`src/rtl/riscv_pkg.sv`:
```
// Shared types for the execute stage: ALU op codes, control-word layout,
// branch/length encodings and the mul/div sequencer types.
package riscv_pkg;

  localparam int XLEN = 32;

  typedef enum logic [4:0] {
    ALU_ADD    = 5'd0,
    ALU_SUB    = 5'd1,
    ALU_AND    = 5'd2,
    ALU_OR     = 5'd3,
    ALU_XOR    = 5'd4,
    ALU_SLL    = 5'd5,
    ALU_SRL    = 5'd6,
    ALU_SRA    = 5'd7,
    ALU_SLT    = 5'd8,
    ALU_SLTU   = 5'd9,
    ALU_MUL    = 5'd10,
    ALU_MULH   = 5'd11,
    ALU_MULHSU = 5'd12,
    ALU_MULHU  = 5'd13,
    ALU_DIV    = 5'd14,
    ALU_DIVU   = 5'd15,
    ALU_REM    = 5'd16,
    ALU_REMU   = 5'd17,
    ALU_PASSB  = 5'd18
  } aluop_e;

  typedef enum logic [2:0] {
    BR_NONE = 3'd0,
    BR_BEQ  = 3'd1,
    BR_BNE  = 3'd2,
    BR_BLT  = 3'd3,
    BR_BGE  = 3'd4,
    BR_BLTU = 3'd5,
    BR_BGEU = 3'd6,
    BR_JAL  = 3'd7
  } branch_e;

  typedef enum logic [1:0] {
    LEN_WORD = 2'd0,
    LEN_BYTE = 2'd1,
    LEN_HALF = 2'd2
  } length_e;

  // Field layout of the 10-bit control word, MSB first.
  typedef struct packed {
    logic    regwrite;
    logic    memread;
    logic    memwrite;
    length_e length;
    logic    sign;
    branch_e branch;
    logic    memtoreg;
  } ctrl_t;

  localparam int CTRL_W = $bits(ctrl_t);

  // What the mul/div sequencer hands back once its 32 iterations finish.
  typedef enum logic [1:0] {
    MD_MUL_LO,
    MD_MUL_HI,
    MD_DIV_Q,
    MD_DIV_R
  } md_kind_e;

  typedef enum logic {
    MD_IDLE,
    MD_RUN
  } md_state_e;

  function automatic logic is_muldiv(input logic [4:0] op);
    return (op >= ALU_MUL) && (op <= ALU_REMU);
  endfunction

endpackage

```
`src/rtl/execute_stage_if.sv`:
```
// Upstream/downstream signal bundle of the execute stage. The master side
// is the decode stage driving an instruction in; the slave side is the
// execute stage presenting its EX/MEM register to the memory stage.
interface execute_stage_if;
  import riscv_pkg::*;

  logic              flush;
  logic              in_valid;
  logic [4:0]        aluop;
  logic [XLEN-1:0]   op_a;
  logic [XLEN-1:0]   op_b;
  logic [XLEN-1:0]   in_wdata;
  logic [4:0]        in_rd;
  logic [CTRL_W-1:0] in_ctrl;

  logic              stall;
  logic              out_valid;
  logic [XLEN-1:0]   result;
  logic              zero;
  logic              neg;
  logic [XLEN-1:0]   out_wdata;
  logic [4:0]        out_rd;
  logic [CTRL_W-1:0] out_ctrl;

  modport master (
    output flush, in_valid, aluop, op_a, op_b, in_wdata, in_rd, in_ctrl,
    input  stall, out_valid, result, zero, neg, out_wdata, out_rd, out_ctrl
  );

  modport slave (
    input  flush, in_valid, aluop, op_a, op_b, in_wdata, in_rd, in_ctrl,
    output stall, out_valid, result, zero, neg, out_wdata, out_rd, out_ctrl
  );

endinterface

```
`src/rtl/muldiv_iter.sv`:
```
// Iterative RV32M multiplier/divider. Works on operand magnitudes: 32
// shift-add (mul) or restoring shift-subtract (div) steps, then a sign
// fix-up on the final step. Latency is fixed at 32 RUN cycles, including
// divide-by-zero.
module muldiv_iter
  import riscv_pkg::*;
(
  input  logic            clk,
  input  logic            resetn,
  input  logic            flush_i,
  input  logic            start_i,
  input  logic [4:0]      op_i,
  input  logic [XLEN-1:0] a_i,
  input  logic [XLEN-1:0] b_i,
  output logic            busy_o,
  output logic            done_o,
  output logic [XLEN-1:0] result_o
);

  md_state_e       state_q, state_d;
  logic [4:0]      cnt_q, cnt_d;
  logic [63:0]     acc_q, acc_d;
  logic [31:0]     mcand_q, mcand_d;
  md_kind_e        kind_q, kind_d;
  logic            neg_q, neg_d;
  logic            div0_q, div0_d;

  logic            a_signed, b_signed;
  md_kind_e        kind_in;
  logic            a_neg, b_neg, b_zero;
  logic [31:0]     a_mag, b_mag;
  logic            start_neg;

  logic [32:0]     mul_sum;
  logic [63:0]     mul_next;
  logic [32:0]     rem_sh;
  logic [32:0]     div_diff;
  logic [63:0]     div_next;
  logic [63:0]     acc_step;
  logic [63:0]     prod_fix;

  // Decode operand signedness and result selection for the incoming op.
  // NOTE: every variable written in a combinational block gets a default
  // first, so no path leaves it unassigned and no latch is inferred.
  always_comb begin
    a_signed = 1'b0;
    b_signed = 1'b0;
    kind_in  = MD_MUL_LO;
    case (op_i)
      ALU_MUL:    begin a_signed = 1'b1; b_signed = 1'b1; kind_in = MD_MUL_LO; end
      ALU_MULH:   begin a_signed = 1'b1; b_signed = 1'b1; kind_in = MD_MUL_HI; end
      ALU_MULHSU: begin a_signed = 1'b1;                  kind_in = MD_MUL_HI; end
      ALU_MULHU:  begin                                   kind_in = MD_MUL_HI; end
      ALU_DIV:    begin a_signed = 1'b1; b_signed = 1'b1; kind_in = MD_DIV_Q;  end
      ALU_DIVU:   begin                                   kind_in = MD_DIV_Q;  end
      ALU_REM:    begin a_signed = 1'b1; b_signed = 1'b1; kind_in = MD_DIV_R;  end
      ALU_REMU:   begin                                   kind_in = MD_DIV_R;  end
      default:    ;
    endcase
  end

  assign a_neg  = a_signed & a_i[31];
  assign b_neg  = b_signed & b_i[31];
  assign a_mag  = a_neg ? (~a_i + 32'd1) : a_i;
  assign b_mag  = b_neg ? (~b_i + 32'd1) : b_i;
  assign b_zero = (b_i == 32'd0);

  // Sign of the final result: remainder follows the dividend; a quotient
  // by zero is forced to all-ones, so it never gets negated.
  always_comb begin
    start_neg = a_neg ^ b_neg;
    case (kind_in)
      MD_DIV_Q: start_neg = (a_neg ^ b_neg) & ~b_zero;
      MD_DIV_R: start_neg = a_neg;
      default:  ;
    endcase
  end

  // One iteration step of either algorithm on the current accumulator.
  always_comb begin
    // Multiply: {hi,lo}, lo holds the multiplier; add and shift right.
    mul_sum  = {1'b0, acc_q[63:32]} + (acc_q[0] ? {1'b0, mcand_q} : 33'd0);
    mul_next = {mul_sum, acc_q[31:1]};
    // Divide: {rem,quo}, shift left one and try subtracting the divisor.
    rem_sh   = acc_q[63:31];
    div_diff = rem_sh - {1'b0, mcand_q};
    div_next = div_diff[32] ? {rem_sh[31:0], acc_q[30:0], 1'b0}
                            : {div_diff[31:0], acc_q[30:0], 1'b1};
    acc_step = (kind_q == MD_MUL_LO || kind_q == MD_MUL_HI) ? mul_next : div_next;
  end

  // Sign fix-up and result selection applied to the last iteration.
  always_comb begin
    prod_fix = neg_q ? (~acc_step + 64'd1) : acc_step;
    result_o = prod_fix[31:0];
    case (kind_q)
      MD_MUL_LO: result_o = prod_fix[31:0];
      MD_MUL_HI: result_o = prod_fix[63:32];
      MD_DIV_Q:  result_o = div0_q ? 32'hFFFF_FFFF
                          : (neg_q ? (~acc_step[31:0] + 32'd1) : acc_step[31:0]);
      MD_DIV_R:  result_o = neg_q ? (~acc_step[63:32] + 32'd1) : acc_step[63:32];
      default:   ;
    endcase
  end

  // Next-state logic for the IDLE/RUN sequencer.
  always_comb begin
    state_d = state_q;
    cnt_d   = cnt_q;
    acc_d   = acc_q;
    mcand_d = mcand_q;
    kind_d  = kind_q;
    neg_d   = neg_q;
    div0_d  = div0_q;
    done_o  = 1'b0;
    busy_o  = (state_q == MD_RUN);
    case (state_q)
      MD_IDLE: begin
        if (start_i && !flush_i) begin
          state_d = MD_RUN;
          cnt_d   = 5'd0;
          kind_d  = kind_in;
          neg_d   = start_neg;
          div0_d  = b_zero & (kind_in == MD_DIV_Q);
          if (kind_in == MD_MUL_LO || kind_in == MD_MUL_HI) begin
            acc_d   = {32'd0, b_mag};
            mcand_d = a_mag;
          end else begin
            acc_d   = {32'd0, a_mag};
            mcand_d = b_mag;
          end
        end
      end
      MD_RUN: begin
        if (flush_i) begin
          state_d = MD_IDLE;
          cnt_d   = 5'd0;
        end else begin
          acc_d = acc_step;
          cnt_d = cnt_q + 5'd1;
          if (cnt_q == 5'd31) begin
            state_d = MD_IDLE;
            done_o  = 1'b1;
          end
        end
      end
      default: begin
        state_d = MD_IDLE;
        cnt_d   = 5'd0;
      end
    endcase
  end

  // Sequencer state register with synchronous reset.
  // NOTE: clocked state uses non-blocking assignments so every register
  // samples pre-edge values regardless of statement order.
  always_ff @(posedge clk) begin
    if (!resetn) begin
      // NOTE: datapath registers are reset too; the block is small and a
      // known state after reset keeps the outputs deterministic.
      state_q <= MD_IDLE;
      cnt_q   <= 5'd0;
      acc_q   <= 64'd0;
      mcand_q <= 32'd0;
      kind_q  <= MD_MUL_LO;
      neg_q   <= 1'b0;
      div0_q  <= 1'b0;
    end else begin
      state_q <= state_d;
      cnt_q   <= cnt_d;
      acc_q   <= acc_d;
      mcand_q <= mcand_d;
      kind_q  <= kind_d;
      neg_q   <= neg_d;
      div0_q  <= div0_d;
    end
  end

endmodule

```
`src/rtl/execute_stage.sv`:
```
// Execute stage: single-cycle ALU, iterative mul/div, and the registered
// EX/MEM slot feeding the memory stage. Flush and reset kill the slot;
// mul/div stalls upstream while it runs.
module execute_stage
  import riscv_pkg::*;
(
  input  logic             clk,
  input  logic             resetn,
  execute_stage_if.slave   ex
);

  logic [XLEN-1:0]   alu_res;
  logic              alu_neg;
  logic [4:0]        shamt;

  logic              md_busy, md_done;
  logic [XLEN-1:0]   md_res;
  logic              accept, in_is_md;

  logic              valid_q, valid_d;
  logic [XLEN-1:0]   result_q, result_d;
  logic              zero_q, zero_d;
  logic              neg_q, neg_d;
  logic [XLEN-1:0]   wdata_q, wdata_d;
  logic [4:0]        rd_q, rd_d;
  logic [CTRL_W-1:0] ctrl_q, ctrl_d;
  logic [XLEN-1:0]   pend_wdata_q, pend_wdata_d;
  logic [4:0]        pend_rd_q, pend_rd_d;
  logic [CTRL_W-1:0] pend_ctrl_q, pend_ctrl_d;

  assign shamt    = ex.op_b[4:0];
  assign in_is_md = is_muldiv(ex.aluop);
  assign accept   = ex.in_valid & ~md_busy & ~ex.flush;

  muldiv_iter u_muldiv (
    .clk      (clk),
    .resetn   (resetn),
    .flush_i  (ex.flush),
    .start_i  (accept & in_is_md),
    .op_i     (ex.aluop),
    .a_i      (ex.op_a),
    .b_i      (ex.op_b),
    .busy_o   (md_busy),
    .done_o   (md_done),
    .result_o (md_res)
  );

  // Single-cycle ALU; undefined codes produce zero.
  always_comb begin
    alu_res = '0;
    case (ex.aluop)
      ALU_ADD:   alu_res = ex.op_a + ex.op_b;
      ALU_SUB:   alu_res = ex.op_a - ex.op_b;
      ALU_AND:   alu_res = ex.op_a & ex.op_b;
      ALU_OR:    alu_res = ex.op_a | ex.op_b;
      ALU_XOR:   alu_res = ex.op_a ^ ex.op_b;
      ALU_SLL:   alu_res = ex.op_a << shamt;
      ALU_SRL:   alu_res = ex.op_a >> shamt;
      ALU_SRA:   alu_res = 32'($signed(ex.op_a) >>> shamt);
      ALU_SLT:   alu_res = {31'd0, $signed(ex.op_a) < $signed(ex.op_b)};
      ALU_SLTU:  alu_res = {31'd0, ex.op_a < ex.op_b};
      ALU_PASSB: alu_res = ex.op_b;
      default:   alu_res = '0;
    endcase
    // For set-less-than the branch unit wants the comparison bit itself.
    alu_neg = (ex.aluop == ALU_SLT || ex.aluop == ALU_SLTU) ? alu_res[0] : alu_res[31];
  end

  // EX/MEM slot next state: flush, then mul/div completion, then a
  // single-cycle accept; anything else is a bubble.
  always_comb begin
    valid_d      = 1'b0;
    result_d     = result_q;
    zero_d       = zero_q;
    neg_d        = neg_q;
    wdata_d      = wdata_q;
    rd_d         = rd_q;
    ctrl_d       = ctrl_q;
    pend_wdata_d = pend_wdata_q;
    pend_rd_d    = pend_rd_q;
    pend_ctrl_d  = pend_ctrl_q;
    if (ex.flush) begin
      valid_d = 1'b0;
    end else if (md_done) begin
      valid_d  = 1'b1;
      result_d = md_res;
      zero_d   = (md_res == '0);
      neg_d    = md_res[31];
      wdata_d  = pend_wdata_q;
      rd_d     = pend_rd_q;
      ctrl_d   = pend_ctrl_q;
    end else if (accept && !in_is_md) begin
      valid_d  = 1'b1;
      result_d = alu_res;
      zero_d   = (alu_res == '0);
      neg_d    = alu_neg;
      wdata_d  = ex.in_wdata;
      rd_d     = ex.in_rd;
      ctrl_d   = ex.in_ctrl;
    end else if (accept) begin
      // Mul/div start: park the pass-through fields until the result lands.
      pend_wdata_d = ex.in_wdata;
      pend_rd_d    = ex.in_rd;
      pend_ctrl_d  = ex.in_ctrl;
    end
  end

  // EX/MEM registers with synchronous reset.
  always_ff @(posedge clk) begin
    if (!resetn) begin
      valid_q      <= 1'b0;
      result_q     <= '0;
      zero_q       <= 1'b0;
      neg_q        <= 1'b0;
      wdata_q      <= '0;
      rd_q         <= '0;
      ctrl_q       <= '0;
      pend_wdata_q <= '0;
      pend_rd_q    <= '0;
      pend_ctrl_q  <= '0;
    end else begin
      valid_q      <= valid_d;
      result_q     <= result_d;
      zero_q       <= zero_d;
      neg_q        <= neg_d;
      wdata_q      <= wdata_d;
      rd_q         <= rd_d;
      ctrl_q       <= ctrl_d;
      pend_wdata_q <= pend_wdata_d;
      pend_rd_q    <= pend_rd_d;
      pend_ctrl_q  <= pend_ctrl_d;
    end
  end

  assign ex.stall     = md_busy;
  assign ex.out_valid = valid_q;
  assign ex.result    = result_q;
  assign ex.zero      = zero_q;
  assign ex.neg       = neg_q;
  assign ex.out_wdata = wdata_q;
  assign ex.out_rd    = rd_q;
  assign ex.out_ctrl  = ctrl_q;

endmodule

```
`src/flat_wrapper.sv`:
```
// flat-port wrapper written by rule: the top's interface ports become plain ports
module execute_stage_flat import riscv_pkg::*;
  (clk, resetn, ex_flush, ex_in_valid, ex_aluop, ex_op_a, ex_op_b, ex_in_wdata, ex_in_rd, ex_in_ctrl, ex_stall, ex_out_valid, ex_result, ex_zero, ex_neg, ex_out_wdata, ex_out_rd, ex_out_ctrl);
  execute_stage_if ex_i ();
  input  logic clk;
  input  logic resetn;
  input wire logic [$bits(ex_i.flush)-1:0] ex_flush;
  input wire logic [$bits(ex_i.in_valid)-1:0] ex_in_valid;
  input wire logic [$bits(ex_i.aluop)-1:0] ex_aluop;
  input wire logic [$bits(ex_i.op_a)-1:0] ex_op_a;
  input wire logic [$bits(ex_i.op_b)-1:0] ex_op_b;
  input wire logic [$bits(ex_i.in_wdata)-1:0] ex_in_wdata;
  input wire logic [$bits(ex_i.in_rd)-1:0] ex_in_rd;
  input wire logic [$bits(ex_i.in_ctrl)-1:0] ex_in_ctrl;
  output wire logic [$bits(ex_i.stall)-1:0] ex_stall;
  output wire logic [$bits(ex_i.out_valid)-1:0] ex_out_valid;
  output wire logic [$bits(ex_i.result)-1:0] ex_result;
  output wire logic [$bits(ex_i.zero)-1:0] ex_zero;
  output wire logic [$bits(ex_i.neg)-1:0] ex_neg;
  output wire logic [$bits(ex_i.out_wdata)-1:0] ex_out_wdata;
  output wire logic [$bits(ex_i.out_rd)-1:0] ex_out_rd;
  output wire logic [$bits(ex_i.out_ctrl)-1:0] ex_out_ctrl;
  assign ex_i.flush = ex_flush;
  assign ex_i.in_valid = ex_in_valid;
  assign ex_i.aluop = ex_aluop;
  assign ex_i.op_a = ex_op_a;
  assign ex_i.op_b = ex_op_b;
  assign ex_i.in_wdata = ex_in_wdata;
  assign ex_i.in_rd = ex_in_rd;
  assign ex_i.in_ctrl = ex_in_ctrl;
  assign ex_stall = ex_i.stall;
  assign ex_out_valid = ex_i.out_valid;
  assign ex_result = ex_i.result;
  assign ex_zero = ex_i.zero;
  assign ex_neg = ex_i.neg;
  assign ex_out_wdata = ex_i.out_wdata;
  assign ex_out_rd = ex_i.out_rd;
  assign ex_out_ctrl = ex_i.out_ctrl;
  execute_stage u_core (.clk(clk), .resetn(resetn), .ex(ex_i));
endmodule
```
`config.mk`:
```
export PLATFORM = sky130hd
export DESIGN_NAME = execute_stage_flat
export DESIGN_NICKNAME = d
export VERILOG_FILES = /design/src/rtl/riscv_pkg.sv /design/src/rtl/execute_stage_if.sv /design/src/rtl/muldiv_iter.sv /design/src/rtl/execute_stage.sv /design/src/flat_wrapper.sv
export SDC_FILE = /design/constraint.sdc
export NUM_CORES = 1
export LEC_CHECK = 0
export CORE_AREA = 5 5 299 213
export DETAILED_ROUTE_END_ITERATION = 8
export DIE_AREA = 0 0 304 218
export PLACE_DENSITY = 0.63
export SLEW_MARGIN = 5
export SYNTH_ARGS = -nofsm -noshare
export SYNTH_HDL_FRONTEND = slang
export SYNTH_SLANG_ARGS = --single-unit
export TNS_END_PERCENT = 100
```
`constraint.sdc`:
```
create_clock -name clk -period 11 [get_ports clk]
set_input_delay 2.2 -clock clk [delete_from_list [all_inputs] [get_ports clk]]
set_output_delay 2.2 -clock clk [all_outputs]
set_load 0.005 [all_outputs]
```
; Word level (Yosys, flattened, before mapping)
; Index checks and enable logic that the tools add are counted.
[word_totals]
ff_bits = 235
inputBits = 120
output_inout_bits = 83
word_cells = 153
[classes]
addsub = 10
magnitude_cmp = 4
n_eq_ne = 27
shift = 3
muxes = 45
bitwise = 22
n_reduce_logical = 25
[op_table]
columns = cell, count
row1 = 32-bit two-way mux, 12
row2 = 32-bit case mux with 11 select lines, 1
row3 = 64-bit two-way mux, 5
row4 = 32-bit by 1-bit adder with 32-bit output (second input constant), 4
row5 = 32-bit NOT, 4
row6 = 32-bit case mux with 4 select lines, 1
row7 = 64-bit case mux with 2 select lines, 1
row8 = 32-bit logical NOT, 3
row9 = 64-bit by 1-bit adder with 64-bit output (second input constant), 1
row10 = 32-bit < comparator, 2
row11 = 64-bit NOT, 1
row12 = 5-bit by 4-bit == test with 1-bit output (second input constant), 8
row13 = 32-bit by 32-bit adder with 33-bit output, 1
row14 = 33-bit by 32-bit subtractor with 33-bit output, 1
row15 = 32-bit adder, 1
row16 = 32-bit AND, 1
row17 = 32-bit OR, 1
row18 = 32-bit by 5-bit << shifter with 32-bit output, 1
row19 = 32-bit by 5-bit >> shifter with 32-bit output, 1
row20 = 32-bit by 5-bit >>> shifter with 32-bit output, 1
row21 = 32-bit subtractor, 1
row22 = 32-bit bitwise XOR, 1
row23 = 5-bit by 3-bit == test with 1-bit output (second input constant), 4
row24 = 5-bit == test (second input constant), 4
row25 = other kinds (29), 75

; Depth between registers and ports, before layout
; Gate-level depths: netlist of run 1.
[logic_depth]
depth_word = 10
depth_mapped = 30
mapped_depth_nobuf = 27

; Cells and area by module
; A second synthesis of run 1 with hierarchy kept.
[hier_totals]
hier_cells = 4137
area_unflattened_um2 = 29702.2
[by_module_without_submodules]
columns = module, n_inst, cells_each, area_each_um2
row1 = execute_stage, 1, 2187, 16032.9
row2 = muldiv_iter, 1, 1950, 13669.4

; Worst setup path after synthesis of run 1
; Ideal clock, no wire load.
[synth_path]
path_type = in2reg
startpoint = input ex_op_b[2]
endpoint = register u_core.zero_q (netlist: u_core.ex.zero)
t_arrival_ns = 8.141
t_required_ns = 10.941
path_slack_ns = 2.800
path_stages = 23
path_cell_list = inv_2 > buf_1 > clkbuf_1 > clkbuf_1 > buf_1 > clkbuf_1 > ha_1 > a21o_1 > a21o_1 > a2111oi_0 > o21bai_1 > a31o_2 > o22ai_1 > o211ai_1 > or4_1 > or4b_1 > nor4b_1 > nand4_1 > nor4_1 > nand4_1 > nor4_1 > a31oi_1 > nand2_1
[synth_via]
elab_chain_cells = 5
elab_cells_between_ends = 14
cone_classes = add/sub: 2 / order compare: 2 / shift: 3 / mux: 3 / bitwise: 3 / reduce/logical: 1
[synth_rtl]
columns = element, line
row1 = "start, declared", flat_wrapper.sv:11  ; input wire logic [$bits(ex_i.op_b)-1:0] ex_op_b;
row2 = "32-bit subtractor, or another cell as far along", execute_stage.sv:53  ; ALU_SUB: alu_res = ex.op_a - ex.op_b;
row3 = 32-bit case mux with 11 select lines (*), execute_stage.sv:51  ; case (ex.aluop)
row4 = 32-bit logical NOT (*), execute_stage.sv:95  ; zero_d = (alu_res == '0);
row5 = 1-bit two-way mux (*), execute_stage.sv:92  ; end else if (accept && !in_is_md) begin
row6 = 1-bit two-way mux (*), execute_stage.sv:84  ; end else if (md_done) begin
row7 = "end signal, assigned", execute_stage.sv:124  ; zero_q <= zero_d;
row8 = "end, declared", execute_stage.sv:22  ; logic zero_q, zero_d;
; Mark *: on every way between the ends. The rest lies on a longest branch, timed or not. The select of a mux whose other input is x is not followed.
; A chain may end at the register's enable or synchronous reset.

; Final worst setup path of run 1
[layout_path]
startpoint = register u_core.u_muldiv.acc_q[31]
endpoint = register u_core.zero_q (netlist: u_core.ex.zero)
[layout_via]
elab_chain_cells = 10
elab_cells_between_ends = 16
cone_classes = add/sub: 4 / mux: 8 / bitwise: 3 / reduce/logical: 1
[layout_rtl]
columns = element, line
row1 = "start, declared", muldiv_iter.sv:22  ; logic [63:0] acc_q, acc_d;
row2 = "start signal, assigned", muldiv_iter.sv:163  ; acc_q <= 64'd0;
row3 = "start signal, assigned", muldiv_iter.sv:171  ; acc_q <= acc_d;
row4 = 33-bit by 32-bit subtractor with 33-bit output, muldiv_iter.sv:86  ; div_diff = rem_sh - {1'b0, mcand_q};
row5 = 64-bit two-way mux, muldiv_iter.sv:87  ; div_next = div_diff[32] ? {rem_sh[31:0], acc_q[30:0], 1'b0}
row6 = 64-bit two-way mux (*), muldiv_iter.sv:89  ; acc_step = (kind_q == MD_MUL_LO || kind_q == MD_MUL_HI) ? mul_next : div_next;
row7 = 32-bit NOT, muldiv_iter.sv:100  ; : (neg_q ? (~acc_step[31:0] + 32'd1) : acc_step[31:0]);
row8 = 32-bit by 1-bit adder with 32-bit output, muldiv_iter.sv:100
row9 = 32-bit two-way mux, muldiv_iter.sv:100
row10 = 32-bit two-way mux, muldiv_iter.sv:99  ; MD_DIV_Q: result_o = div0_q ? 32'hFFFF_FFFF
row11 = 32-bit case mux with 4 select lines (*), muldiv_iter.sv:96  ; case (kind_q)
row12 = 32-bit logical NOT (*), execute_stage.sv:87  ; zero_d = (md_res == '0);
row13 = 1-bit two-way mux (*), execute_stage.sv:84
; Mark *: on every way between the ends. The rest lies on a longest branch, timed or not.

==> metrics list, run 1 <==
- In this run the worst path has a maximum fanout of 11.
* Adder-cell share of the synthesized area: 0.0785
- Area of the mapped netlist: 0.0275 mm^2
* Nature of the critical path endpoint: flip-flop
* Vias in the first global route: 28600
- After synthesis the netlist holds a flip-flop and latch count of 235.
* Routed length per instance: 28.5 um
- The clock reaches the later pin of the worst-skew pair after 0.61 ns.
- Critical Path Start Type: flip-flop
- Setup repair after global routing left no endpoint under its margin.
* Iteration-0 DRC count of the detailed router: 4802
- Number of sinks on the clock net: 235
* Final wirelength: 133 mm
- Clock Skew: 0.0389 ns
- Syn Nets: 4135
* Area after DPL: 0.0299 mm^2
- Die X: 304 um
* Critical path arrival: 8.37 ns
- Register area share after synthesis: 0.171
- CP max stage cell: sky130_fd_sc_hd__or4_1
- Commonest cells after routing, fill and taps aside: 496 x sky130_fd_sc_hd__nand2_1, 391 x sky130_fd_sc_hd__nor2_1, 388 x sky130_fd_sc_hd__a21oi_1
- Height of the chip: 218 um
- Antenna diode count: 0
- In this run the power density over the cells is 99.6 mW/mm^2.
* Largest net degree at the start of global routing: 125
- Setup violations remaining at the end of the flow were counted as 0.
- After synthesis, the share of flip-flops with an asynchronous set or reset is 0.
* CTS tree: done
* Final number of max-transition violations: 0
* Combinational family with the most area after synthesis: compound AO/OA/AOI/OAI gates
- Main synth FF type: sky130_fd_sc_hd__dfxtp_1
- Hold buffers post-CTS: 0
* CTS H-tree depth: 1
* Clock input transition at the sequential cells of the worst setup and hold paths: 0.07 ns
- Floorplan die area: 0.0663 mm^2
- Critical path cell sequence: inv_1 > ha_1 > fa_1 > nand2b_1 > a21oi_1 > o211ai_1 > nand2_1 > o21ai_0 > a31o_1 > or2_2 > inv_1 > ha_1 > o211ai_1 > or4_1 > or2_1 > o31ai_1 > buf_4 > nand2b_1 > nand2_1 > o311ai_0 > nand4_1 > nor4b_1 > nand4_1 > nand2_1
- Commonest non-fill, non-tap cell in the layout: sky130_fd_sc_hd__nand2_1
- Final clock period utilization by the worst path: 0.713
- Worst Hold Class: reg -> reg
* Transition time of the tightest slew-check pin: 1.17 ns
- The largest single stage delay on the critical path is 0.75 ns.
- The critical path in this run is classified as reg -> reg.
* Antenna violations before repair: 7
- Setup total negative slack on the finished layout was measured at 0 ns.
* Post-Synthesis Mean Instance Area: 7.15 um^2
- For this configuration, the core starts out at a cell density of 0.452.
- Counting stages on the worst path, the most repeated cell is sky130_fd_sc_hd__nand2_1.
* Filler cells: 6078
* Peak Freq: 0.127 GHz
- Gates resized during post-CTS repair numbered 0.
- Highest ir drop seen on vdd: 0.000101 V
- Headroom to the max-slew limit came out at 0.215.
* Synthesized-area fraction occupied by ao, oa, aoi and oai cells: 0.316
- In this run, distinct cell masters in the synthesized netlist total 101.
* Buffers on Ports: 202
* Overall track demand over capacity in global routing: 0.379
* Number of warning messages in the yosys log: 0
- Number of cell rows: 76
* TritonCTS buffer count: 27
* Global placer's final weighted congestion: 1.05
- The first TritonRoute pass finished after 6 iterations.
- DRC viols: 0
- Number of max-capacitance violations reported: 0
* Clock root buffer: sky130_fd_sc_hd__clkbuf_16
- The total overflow left after global routing is 0.
* Synthesized-area fraction occupied by and/or/nand/nor cells: 0.226
- Multiplexer area fraction after synthesis: 0.0903
- The worst path in the final design needs a cycle of 7.85 ns, including I/O delays and setup.
- Area growth from synthesis to layout: 12.4%
* Final HPWL from detailed placement: 102 mm
* WP data required: 11.52 ns
- The first global-routing pass estimated 195 mm of wire.
- Cell count after synthesis: 3845
- Maximum clock insertion buffer count: 3
- Share of final-layout standard cells stronger than drive strength 1: 0.0777
- The net count of the finished layout is 4132.
* Post-synthesis xor/xnor area fraction: 0.0510
- Using the TritonRoute via totals, the vias-per-cell ratio works out to 6.82.
- Status: finished clean
- Area of the core: 0.0608 mm^2
- Count of antenna-violating nets left after detailed routing: 0
* Setup repair bufs after CTS: 0
* Final design area excluding fillers: 0.0309 mm^2
- Number of enable flip-flop cells after synthesis: 0
* Top-Level Pins: 203
* Hold violation count in the final report: 0
* Total vias in the final route: 31900
- Leakage component of the power: 0.0116 uW
-- worst max-delay path, delay by kind of cell (launching register included) --
kind	cells	cell delay (ns)
simple gates	11	3.75
compound gates	7	2.35
fa+ha+maj	3	0.83
buf+inv	3	0.45
flops	1	0.37
-- power breakdown --
group / switching [uW] / leakage, uW / total (uW) / internal [uW]
combinational: 763 / 0.00920 / 1160 / 395
clock: 415 / 0.000470 / 1020 / 603
sequential: 27.7 / 0.00190 / 902 / 874
total: 1210 / 0.0116 / 3080 / 1870
-- through the flow --
| stage | setup WS, ns | hold slack [ns] | total power, uW | utilization | instances |
|---|---|---|---|---|---|
| global placement | 3.05 | 0.441 | 2020 | 0.493 | 4632 |
| finish | 3.15 | 0.452 | 3080 | 0.509 | 4682 |
| CTS | 3.52 | 0.454 | 3030 | 0.509 | 4682 |
| floorplan | 2.80 | 0.437 | 1610 | - | 3845 |
| global route | 2.98 | 0.471 | 3180 | 0.509 | 4682 |
| detailed placement | 2.94 | 0.446 | 2010 | 0.493 | 4632 |
-- Yosys cell counts, drive strengths merged (26+ instances only) --
cell    count  share of area
a211oi     65          0.018
a21o       46          0.013
a21oi     388          0.071
a221oi     44          0.014
a22oi      85          0.023
a31oi      62          0.014
and2       46          0.010
buf        58          0.011
clkbuf    254          0.035
dfxtp     235           0.17
ha        166          0.076
inv       154          0.021
mux2i      58          0.021
mux4       76          0.062
nand2     498          0.068
nand2b     30         0.0068
nand3      86          0.016
nand4      44          0.010
nor2      395          0.054
nor3       83          0.016
nor4       32         0.0073
o211ai     79          0.022
o21ai     201          0.037
o221ai     26         0.0083
o31ai      51          0.014
xnor2     126          0.040
xor2       34          0.011
-- final cells by class --
type,instances,area [um^2],share of cell area
multi-input cells,3139,21000,0.680
clock inverters,12,214,0.00692
well taps,819,1020,0.0332
clock buffers,38,758,0.0245
flip-flops and latches,235,4710,0.152
repair buffers,280,2590,0.0839
inverters,159,602,0.0195
-- final timing paths --
path,from,endpoint,slack [ns],cells after the start
setup reg to reg,u_core.u_muldiv.acc_q[31],u_core.ex.zero,3.15,24
hold reg to reg,u_core.ex.out_ctrl[7],u_core.ex.out_ctrl[7],0.45,2
setup / recovery,u_core.u_muldiv.acc_q[31],u_core.ex.zero,3.15,24
hold / removal,u_core.ex.out_ctrl[7],u_core.ex.out_ctrl[7],0.45,2
-- state kept, by name (all words and copies together), names as in the netlist --
register,flops
u_core.ex.out_ctrl,10
u_core.ex.out_rd,5
u_core.ex.result,32
u_core.ex.out_wdata,32
u_core.u_muldiv.kind_q,2
u_core.u_muldiv.div0_q,1
u_core.u_muldiv.acc_q,64
u_core.u_muldiv.mcand_q,32
u_core.u_muldiv.cnt_q,5
u_core.ex.out_valid,1
u_core.u_muldiv.busy_o,1
u_core.u_muldiv.neg_q,1
u_core.pend_rd_q,5
u_core.ex.zero,1
u_core.ex.neg,1
u_core.pend_ctrl_q,10
u_core.pend_wdata_q,32
-- per-layer routing --
metal  up-vias  global-route usage  share of wire
met5         -              0.0102         0.0015
met2      2220               0.495           0.37
li1      14200                   -              -
met1     15300               0.569           0.45
met3       223               0.169           0.16
met4        17              0.0687          0.023
-- kinds of logic (layout without fill, tap and decap cells) --
logic type      after synthesis  count (layout)
xor+xnor                    160             160
simple gates               1355            1355
buf+inv                     471             489
flops                       235             235
mux                         151             151
compound gates             1303            1303
fa+ha+maj                   170             170
Power figures use the tool's default switching activity.
==> run 2: changes to the inputs <==
Settings changed: PLACE_DENSITY 0.63 to 0.65.
Clock period 11 ns to 6.8 ns, I/O delays scaled along.
==> run 2 against run 1 <==
Compared with the run above: critical path depth did not move; utilization rose by 1.8 points; cell count rose by 2.8%; worst setup slack got worse by 2.9 ns; non-clock buffer count rose by 133; largest cell class unchanged; highest routed layer unchanged.
==> metrics list, run 2 (synthesis results as in run 1) <==
- For the final routed database, the setup TNS stands at 0 ns.
- In this run, post-CTS hold repair placed 0 buffers.
* Clock root buffer: sky130_fd_sc_hd__clkbuf_16
* WP data required: 7.32 ns
* Critical path arrival: 7.03 ns
* Share of final-layout standard cells stronger than drive strength 1: 0.110
- Derived from the worst setup path, the maximum achievable clock frequency is 0.154 GHz.
- Final HPWL from detailed placement: 106 mm
- Top-Level Pins: 203
* Critical Path Start Type: flip-flop
* Worst-skew pair later-pin latency: 0.58 ns
* Critical path cell sequence: ha_1 > a21oi_1 > o21ai_1 > a211oi_4 > o21a_4 > mux2i_1 > a31o_1 > or2_2 > inv_1 > ha_1 > o211ai_1 > or4_1 > or2_1 > o31ai_1 > buf_4 > nand2b_1 > nand2_1 > a2111oi_0 > buf_4 > a21o_1 > o211ai_1 > nor4b_1 > nand4_1 > nand2_1
- Startpoint of the most critical hold path: u_core.ex.out_wdata[31]
- The critical path is of the reg -> reg type.
- Die X: 304 um
* Final clock period utilization by the worst path: 0.957
* CTS tree: done
* Clock input transition at the sequential cells of the worst setup and hold paths: 0.07 ns
- DRC viols: 0
- The count of final hold-check violations is 0.
- Counting cells, the worst reg-to-reg path comes to 24.
- Routed length per instance: 27.9 um
- The floorplan step defined a core boundary enclosing 0.0608 mm^2.
- Iteration-0 DRC count of the detailed router: 5134
- Area growth from synthesis to layout: 16.3%
- The floorplan step set the die height to 218 um.
* Setup repair bufs after CTS: 0
- Worst Hold Class: reg -> reg
- CTS resizes: 0
- Highest cell delay on the worst timing path: 0.62 ns
- STA classifies the critical path endpoint as a flip-flop.
- Relative slew slack: 0.289
* Global placer's final weighted congestion: 1.08
* Hold path cells: 2
- For the final database, setup skew stands at 0.0173 ns.
* Global-route wire length before repair: 196 mm
* R2r setup slk: 0.29 ns
- Antenna violations before repair: 3
- For this run, the total global-route usage over all layers was measured as 0.382.
- At the pin with the least slew margin, the transition time is 1.07 ns.
- The tool flagged a number of max-cap violations equal to 0.
- CTS saw 235 sinks.
- The first detailed-routing pass ran for 6 iterations.
* Setup WS pre-CTS: 0.258 ns
- The flow ran to the end, and the final reports show no timing, DRC or antenna violations.
* RSZ-0062 raised after global routing: no
- Final wirelength: 134 mm
* Vias in the first global route: 29000
- Leakage component of the power: 0.0122 uW
* Crit path setup slack, layout: 0.293 ns
- The layout has 6081 filler cells.
- Summing over every cut layer, the via total after detailed routing is 32600.
- The floorplan step defined a die boundary enclosing 0.0663 mm^2.
- The path with the worst hold slack has its endpoint at u_core.ex.out_wdata[31].
- Remaining Overflow, GRT: 0
- In this run the critical register-to-register path is launched from u_core.u_muldiv.acc_q[48].
- Largest net degree at the start of global routing: 122
- Non-filler cells in the finished layout: 4814
- Final number of max-transition violations: 0
- The library cell used most frequently in the layout, excluding fill and tap cells, is sky130_fd_sc_hd__nand2_1.
* Worst Hold Slack: 0.453 ns
* Top register by number of flip-flops: u_core.u_muldiv.acc_q
* Highest ir drop seen on vdd: 0.000179 V
- Of all nets on the critical path, the largest fanout is 12.
* TritonCTS buffer count: 26
- The slowest stage of the critical path is the sky130_fd_sc_hd__or4_1 cell.
* Commonest cells after routing, fill and taps aside: 496 x sky130_fd_sc_hd__nand2_1, 390 x sky130_fd_sc_hd__nor2_1, 388 x sky130_fd_sc_hd__a21oi_1
* Starting density of the core: 0.452
- Count of antenna-violating nets left after detailed routing: 0
- Total power density per cell area: 158 mW/mm^2
* Number of flip-flops in the largest register: 64
- Maximum clock insertion buffer count: 3
- Placed insts: 4765
- In this run the core area contains 76 standard-cell rows.
- Vias per std cell: 6.78
- Setup violations remaining at the end of the flow were counted as 0.
* Worst reg2reg path endpoint: u_core.ex.zero
- CTS H-tree depth: 1
* Post-route minimum period: 6.51 ns
- The count of buffers added on input and output ports is 202.
- Net count reported at finish: 4264
[run 2: changes by cell type in the layout (fill, tap and decap cells not counted), sizes merged]
cell / before / now
bufinv: 5 / 3
buf: 83 / 217
clkbuf: 39 / 35
clkinvlp: 1 / 3
diode: 0 / 1
inv: 156 / 154
clkinv: 9 / 12
[run 2: how the worst max path moves through the flow]
stage / startpoint / to / slack [ns]
finish: u_core.u_muldiv.acc_q[48] / u_core.ex.zero / 0.29
CTS: u_core.u_muldiv.mcand_q[17] / u_core.ex.zero / 0.51
global placement: ex_op_a[30] / u_core.ex.zero / 0.25
global route: u_core.u_muldiv.mcand_q[25] / u_core.ex.zero / 0.04
detailed placement: ex_op_a[30] / u_core.ex.zero / 0.26
floorplan: ex_op_b[2] / u_core.ex.zero / 0.07
[run 2: routing by layer]
metal / track usage / part of all wire / up-vias
li1: - / - / 14500
met1: 0.580 / 0.44 / 15500
met2: 0.495 / 0.37 / 2441
met3: 0.157 / 0.17 / 215
met4: 0.0759 / 0.026 / 4
met5: 0.00872 / 0.00069 / -
[run 2: final cells by class]
class	count	area [um^2]	share of cell area
Multi-Input combinational cell	3139	21000	0.657
Sequential cell	235	4710	0.147
Timing Repair Buffer	413	3680	0.115
Tap cell	819	1020	0.0320
Clock buffer	35	774	0.0242
Inverter	159	602	0.0188
Clock inverter	13	180	0.00564
Antenna cell	1	2.50	0.0000783
[run 2: critical path, delay by kind of cell, from the launching register on]
| family | cells | cell delay [ns] |
|---|---|---|
| buf+inv | 3 | 0.47 |
| compound gates | 10 | 2.56 |
| mux | 1 | 0.10 |
| fa+ha+maj | 2 | 0.58 |
| simple gates | 8 | 2.38 |
| flops | 1 | 0.36 |
[run 2: metrics by stage]
stage | power (uW) | instance area (um^2) | utilization
after floorplan | 2600 | 27500 | -
after global placement | 3380 | 31000 | 0.510
after detailed placement | 3370 | 31000 | 0.510
after CTS | 4940 | 32000 | 0.526
after global routing | 5190 | 32000 | 0.526
final | 5040 | 32000 | 0.526
[run 2: report_power, final]
part	switching, uW	internal, uW	leakage (uW)	total [uW]
clock	664	919	0.000463	1580
combinational	1300	711	0.00987	2010
sequential	37.5	1410	0.00190	1450
total	2000	3040	0.0122	5040
